**src/rtl/inv_sub_bytes.sv**
```systemverilog
// inv_sub_bytes
//   Iterative AES inverse SubBytes for the decryption datapath. All 16 byte
//   lanes run in parallel. Each lane applies the inverse affine transform to
//   its input byte, giving a. It then forms a^254, the GF(2^8) multiplicative
//   inverse, by repeated square-and-multiply over 7 clock cycles.
//
// Ports
//   clk    in   1    system clock, rising edge
//   n_rst  in   1    synchronous active-low reset
//   start  in   1    request, sampled only while idle
//   in     in   128  state from inv_shift_rows, lane i = in[127-8i -: 8]
//   out    out  128  inverse-substituted state, held until the next completion
//   busy   out  1    high while a computation is in progress
//   done   out  1    single-cycle pulse marking out as newly valid
module inv_sub_bytes (
  input  logic         clk,
  input  logic         n_rst,
  input  logic         start,
  input  logic [127:0] in,
  output logic [127:0] out,
  output logic         busy,
  output logic         done
);

  typedef enum logic {IDLE, CALC} state_t;

  state_t     state;
  logic [2:0] cnt;

  // r accumulates the product of the odd powers. p walks a^2, a^4, ..., a^128.
  logic [7:0] r [16];
  logic [7:0] p [16];

  logic [7:0] a_lane [16];
  logic [7:0] a_sq   [16];
  logic [7:0] rp     [16];
  logic [7:0] pp     [16];

  // GF(2^8) multiply modulo x^8+x^4+x^3+x+1, using shift-and-add with xtime.
  function automatic logic [7:0] gf_mul(input logic [7:0] x, input logic [7:0] y);
    logic [7:0] acc;
    logic [7:0] b;
    acc = 8'h00;
    b   = x;
    for (int k = 0; k < 8; k++) begin
      if (y[k]) acc = acc ^ b;
      b = {b[6:0], 1'b0} ^ (b[7] ? 8'h1b : 8'h00);
    end
    return acc;
  endfunction

  // Inverse of the S-box affine map: rotl1 ^ rotl3 ^ rotl6 ^ 0x05.
  function automatic logic [7:0] inv_affine(input logic [7:0] s);
    return {s[6:0], s[7]} ^ {s[4:0], s[7:5]} ^ {s[1:0], s[7:2]} ^ 8'h05;
  endfunction

  // Each lane has one squarer for capture, one r*p multiplier and one p*p multiplier.
  always_comb begin
    for (int i = 0; i < 16; i++) begin
      a_lane[i] = inv_affine(in[127-8*i -: 8]);
      a_sq[i]   = gf_mul(a_lane[i], a_lane[i]);
      rp[i]     = gf_mul(r[i], p[i]);
      pp[i]     = gf_mul(p[i], p[i]);
    end
  end

  assign busy = (state == CALC);

  // Capture: r = 1 and p = a^2. Each CALC cycle folds p into r and squares p.
  // The seventh iteration (cnt == 6) writes r*p = a^(2+4+...+128) = a^254
  // straight to out. An input of zero naturally yields zero.
  always_ff @(posedge clk) begin
    if (!n_rst) begin
      state <= IDLE;
      out   <= '0;
      done  <= 1'b0;
      cnt   <= 3'd0;
      for (int i = 0; i < 16; i++) begin
        r[i] <= 8'h00;
        p[i] <= 8'h00;
      end
    end else begin
      done <= 1'b0;
      case (state)
        IDLE: begin
          if (start) begin
            for (int i = 0; i < 16; i++) begin
              r[i] <= 8'h01;
              p[i] <= a_sq[i];
            end
            cnt   <= 3'd0;
            state <= CALC;
          end
        end
        CALC: begin
          for (int i = 0; i < 16; i++) begin
            r[i] <= rp[i];
            p[i] <= pp[i];
          end
          cnt <= cnt + 3'd1;
          if (cnt == 3'd6) begin
            for (int i = 0; i < 16; i++) begin
              out[127-8*i -: 8] <= rp[i];
            end
            done  <= 1'b1;
            state <= IDLE;
          end
        end
      endcase
    end
  end

endmodule

```
**config.mk**
```make
export PLATFORM = sky130hd
export DESIGN_NAME = inv_sub_bytes
export DESIGN_NICKNAME = d
export VERILOG_FILES = /design/src/rtl/inv_sub_bytes.sv
export SDC_FILE = /design/constraint.sdc
export NUM_CORES = 2
export LEC_CHECK = 0
export ABC_AREA = 1
export BUFFER_PORTS_ARGS = -buffer_cell sky130_fd_sc_hd__buf_2
export CORE_UTILIZATION = 55
export CTS_CLUSTER_SIZE = 40
export DETAILED_ROUTE_END_ITERATION = 10
export PLACE_DENSITY_LB_ADDON = 0.2
export SYNTH_ARGS = -nofsm -noshare
export SYNTH_HDL_FRONTEND = slang
export SYNTH_SLANG_ARGS = --single-unit
```
**constraint.sdc**
```tcl
create_clock -name clk -period 4.05 [get_ports clk]
set_clock_uncertainty 0.1 [all_clocks]
set_input_delay 0.6075 -clock clk [delete_from_list [all_inputs] [get_ports clk]]
set_output_delay 0.6075 -clock clk [all_outputs]
set_load 0.01 [all_outputs]
```
**Word level (Yosys, flattened, before mapping)**

Memories as Yosys holds them, arrays and structs flattened.
Index checks and enable logic that the tools add are counted.
W data, S select, Z words.

- Output and inout port bits: 130
- Bits in registers: 133
- Memories kept: 2
- Logic and storage cells: 1593
- Input port bits: 131
- RAM bits: 256

- Eq/ne operators: 2
- Bitwise gates (word level): 785
- Reductions and logical operators: 2
- Mux-type cells: 797
- Add/subtract/negate cells: 1

Memory list:

| name | depth | width | read ports | clocked after memory_dff | write ports | RTL line | source |
|---|---|---|---|---|---|---|---|
| p | 16 | 8 | 16 | 0 | 16 | 32 | `logic [7:0] p [16];` |
| r | 16 | 8 | 16 | 0 | 16 | 31 | `logic [7:0] r [16];` |

Operator list:

| operator | count |
|---|---|
| $mux W8 | 448 |
| $xor A8 B8 Y8 | 368 |
| $xor A8 B5 Y8 | 336 |
| $mux W5 | 336 |
| $or A1 B1 Y1 | 64 |
| $not A2 Y2 | 16 |
| $mux W1 | 10 |
| $pmux W3 S2 | 1 |
| $reduce_and A2 Y1 | 2 |
| $add A3 B1 Y3 const B | 1 |
| $eq A3 B3 Y1 const B | 1 |
| $mux W3 | 1 |
| $ne A2 B2 Y1 const B | 1 |
| $pmux W1 S2 | 1 |
| $not A1 Y1 | 1 |

**Depth between registers and ports, before layout**

- Depth in word-level cells: 20
- Depth in mapped cells: 21
- Gate-level depth less buffers: 21

**Worst setup path after synthesis**

Ideal clock, no wire load.

- Path type: input -> register
- Start: in n_rst
- End: mem p[1][2] (netlist: p[0][10]) (enable)
- Data required time: 2.937 ns
- Stages: 5
- Arrival time: 3.208 ns
- Library setup time: 1.013 ns
- Setup slack: -0.271 ns
- Path buffers: 2
- Cell sequence: inv_1 -> nor2_1 -> buf_4 -> clkbuf_1 -> nand2_1

RTL lines:

| what | RTL line | source |
|---|---|---|
| start: declaration | 17 | `input logic n_rst,` |
| end: declaration | 32 |  |

==> reports/results.tsv <==
metric	value	unit
layout cell share with drive strength beyond 1	6.02	%
Synth Area in Compound Gates	5.77	%
post-synthesis adder-cell area fraction	0.356	%
Reg clk slew, reported paths	0.06	ns
Hold Crit Depth	3	
die area	0.116	mm²
status	complete, no violations	
remaining antenna violation count after routing	0	
H-tree lvl count	2	
final WL	178000	µm
Seq cells post-synth	389	
Remaining DRCs	0	
Synth top area share	23.3	%
Period Utilization, post-route	74.2	%
FF-to-FF setup slack	1.04	ns
top cells by area, synth	nand2_1 (23%), xor2_1 (18%), xnor2_1 (12%)	
Pwr Density	807	mW/mm²
mean routed wirelength per cell	14.7	µm
dpl cell area	0.0654	mm²
Hold-fix buffers, CTS	0	
Final Critical Period	3.01	ns
Hold EP	out[54]	
Post-Synth Simple-Gate Area	37.0	%
initial drt markers	4644	
worst reg2reg startpoint	p[1][33]	
maximum capacitance violations	0	
average cell area after synthesis	6.03	µm²
main combinational cell family by area after synthesis	simple AND/OR/NAND/NOR gates	
TritonCTS buffer count	51	
Post-Synth XOR/XNOR Area	32.0	%
mapped cell area	0.0632	mm²
Design Area, Final	0.0672	mm²
Critical Path End Type	flop	
final setup vio count	0	
Peak supply drop	666	µV
largest net degree at the start of global routing	104	
R2R depth	12	
Max Freq	333	MHz
post-synth top area cell	nand2_1	
Worst Path Max Fanout	13	
critical path class	reg2reg	
startpoint types	flop	
EDFF count, synth	248	
cts repair resizes	0	
GRT Util Overall	29.5	%
fillcell total	11300	
HP Class	in2reg	
DR pass1 iterations	6	
Setup TNS	0	ns
Via Count	63500	
setup bufs post-CTS	0	
CTS Root Cell	clkbuf_16	
Fin. Hold Viols	0	
GPL Wtd Cong	0.945	
Distinct cells, synth	49	
Synth Warn #	0	
vias in the first global route	58400	
starting density of the core	55.4	%
CTS tree	yes	
worst-margin pin slew	1.05	ns
vias per cell	5.25	
Layout Nets	10700	
Syn Nets	10600	
synth-to-layout area growth	6.25	%
mux share of post-synthesis cell area	0.111	%
worst skew pair latency	0.65	ns
Core ar.	0.114	mm²
I/O pins	261	
IO Port Bufs	260	
ys flop type	edfxtp_1	
Max transition margin	30.0	%
Max Slew Vio Count	0	
Min Hold Slack	0.224	ns
RSZ-0062 raised after global routing	no	
worst endpoint data arrival time	3.31	ns
Clock Sinks	389	
Critical Path RT	4.35	ns
first-pass GRT wire length	291000	µm
Mapped Cells	10500	
Hold Crit Start	n_rst	
initial antenna violation count	9	
asr flop ratio synth	0	%
GRT overflow	0	
maximum root-to-sink buffer count	3	
FF-to-FF End	p[1][36]	
register area share after synthesis	16.2	%
Static Leakage	33.0	nW
die height	341	µm
detailed placement HPWL	131000	µm
Die W	341	µm
site row count	124	
==> cell families after synthesis <==
kind of cell	Yosys count
fa+ha+maj	18
flops	389
compound gates	674
simple gates	5822
xor+xnor	2245
mux	7
buf+inv	1342
==> report_power, final <==
group	leakage [nW]	internal, W	switching [W]	total [W]
Clock	0.898	0.00283	0.00204	0.00487
Sequential	3.92	0.00551	0.00242	0.00794
Combinational	28.2	0.0156	0.0258	0.0414
Total	33.0	0.0240	0.0303	0.0542
==> cells in the final DEF (no fill, tap or decap), types with 27 or more instances in the layout <==
cell type / count
a21oi_1: 248
buf_2: 259
buf_4: 60
clkbuf_16: 60
clkinv_1: 27
dfxtp_1: 141
edfxtp_1: 248
inv_1: 929
inv_2: 37
nand2_1: 3916
nand2_2: 66
nand3_1: 666
nand3b_1: 52
nand4_1: 28
nor2_1: 976
o211ai_1: 55
o21ai_0: 287
o22ai_1: 27
or2_1: 32
or2_2: 37
xnor2_1: 852
xor2_1: 1326
xor2_2: 47
==> worst max path at each step <==
| stage | from | end | slack (ns) |
|---|---|---|---|
| CTS | p[0][54] | p[0][52] | 1.11 |
| finish | p[1][33] | p[1][36] | 1.04 |
| global placement | in[29] | p[1][36] | 0.89 |
| detailed placement | in[29] | p[1][36] | 0.96 |
| floorplan | n_rst | p[0][10] | 0.85 |
| global route | p[0][54] | p[0][51] | 0.73 |
==> per-stage QoR <==
| stage | worst slack [ns] | utilization [%] | power, W | std cells |
|---|---|---|---|---|
| floorplan | 0.852 | - | 0.0406 | 10500 |
| CTS | 1.11 | 58.8 | 0.0539 | 12100 |
| global placement | 0.889 | 57.3 | 0.0480 | 12000 |
| finish | 1.04 | 58.9 | 0.0542 | 12100 |
| detailed placement | 0.956 | 57.3 | 0.0486 | 12000 |
| global route | 0.727 | 58.8 | 0.0593 | 12100 |
==> worst max-delay path: stages, from the launching register on <==
cell,delay (ns)
edfxtp_1,0.70
inv_1,0.31
nand2_1,0.15
nand2_1,0.09
nand2_1,0.12
nand2_1,0.20
nand2_1,0.13
xor2_1,0.19
xor2_1,0.25
xor2_1,0.22
a21oi_1,0.08
o21ai_0,0.14
nand2_1,0.08
==> cells in the mapped netlist (5+ instances only) <==
| cell type | number |
|---|---|
| nand2_1 | 3919 |
| xor2_1 | 1326 |
| nor2_1 | 978 |
| inv_1 | 930 |
| xnor2_1 | 852 |
| nand3_1 | 666 |
| o21ai_0 | 287 |
| a21oi_1 | 248 |
| edfxtp_1 | 248 |
| clkbuf_1 | 150 |
| dfxtp_1 | 141 |
| buf_2 | 130 |
| nand2_2 | 66 |
| o211ai_1 | 55 |
| nand3b_1 | 52 |
| xor2_2 | 47 |
| inv_2 | 37 |
| or2_2 | 37 |
| or2_1 | 32 |
| buf_1 | 31 |
| nand4_1 | 28 |
| clkinv_1 | 27 |
| o22ai_1 | 27 |
| o21bai_1 | 23 |
| ha_1 | 18 |
| o21a_1 | 17 |
| buf_4 | 16 |
| o21ai_1 | 14 |
| nand2b_1 | 12 |
| xnor2_2 | 12 |
| buf_6 | 11 |
| nor3_1 | 10 |
| clkbuf_2 | 7 |
| mux2i_1 | 7 |
| nand2_4 | 6 |
| or2_0 | 5 |
| xor2_4 | 5 |
==> sequential cells by signal, summed over array words and instances, names as in the netlist <==
name / flops
done: 1
cnt: 3
out: 128
busy: 1
p: 128
r: 128
==> final cells by class <==
| class | count | area, µm² | share of cell area [%] |
|---|---|---|---|
| Antenna cell | 4 | 10.0 | 0.0149 |
| Clock buffer | 71 | 1590 | 2.37 |
| Clock inverter | 25 | 195 | 0.290 |
| Inverter | 996 | 3750 | 5.59 |
| Multi-Input combinational cell | 8766 | 47700 | 70.9 |
| Sequential cell | 389 | 10300 | 15.3 |
| Tap cell | 1512 | 1890 | 2.82 |
| Timing Repair Buffer | 323 | 1820 | 2.71 |
==> layer usage <==
metal | share of wire (%) | wire, µm | vias up | track usage, %
met3 | 7.1 | 12600 | 248 | 3.69
li1 | - | - | 32300 | -
met5 | 0.024 | 42 | - | 0
met2 | 46 | 81000 | 1975 | 49.4
met4 | 2.2 | 3910 | 6 | 8.02
met1 | 45 | 80200 | 29000 | 39.9
No activity file was read; power rests on OpenSTA's default activity.
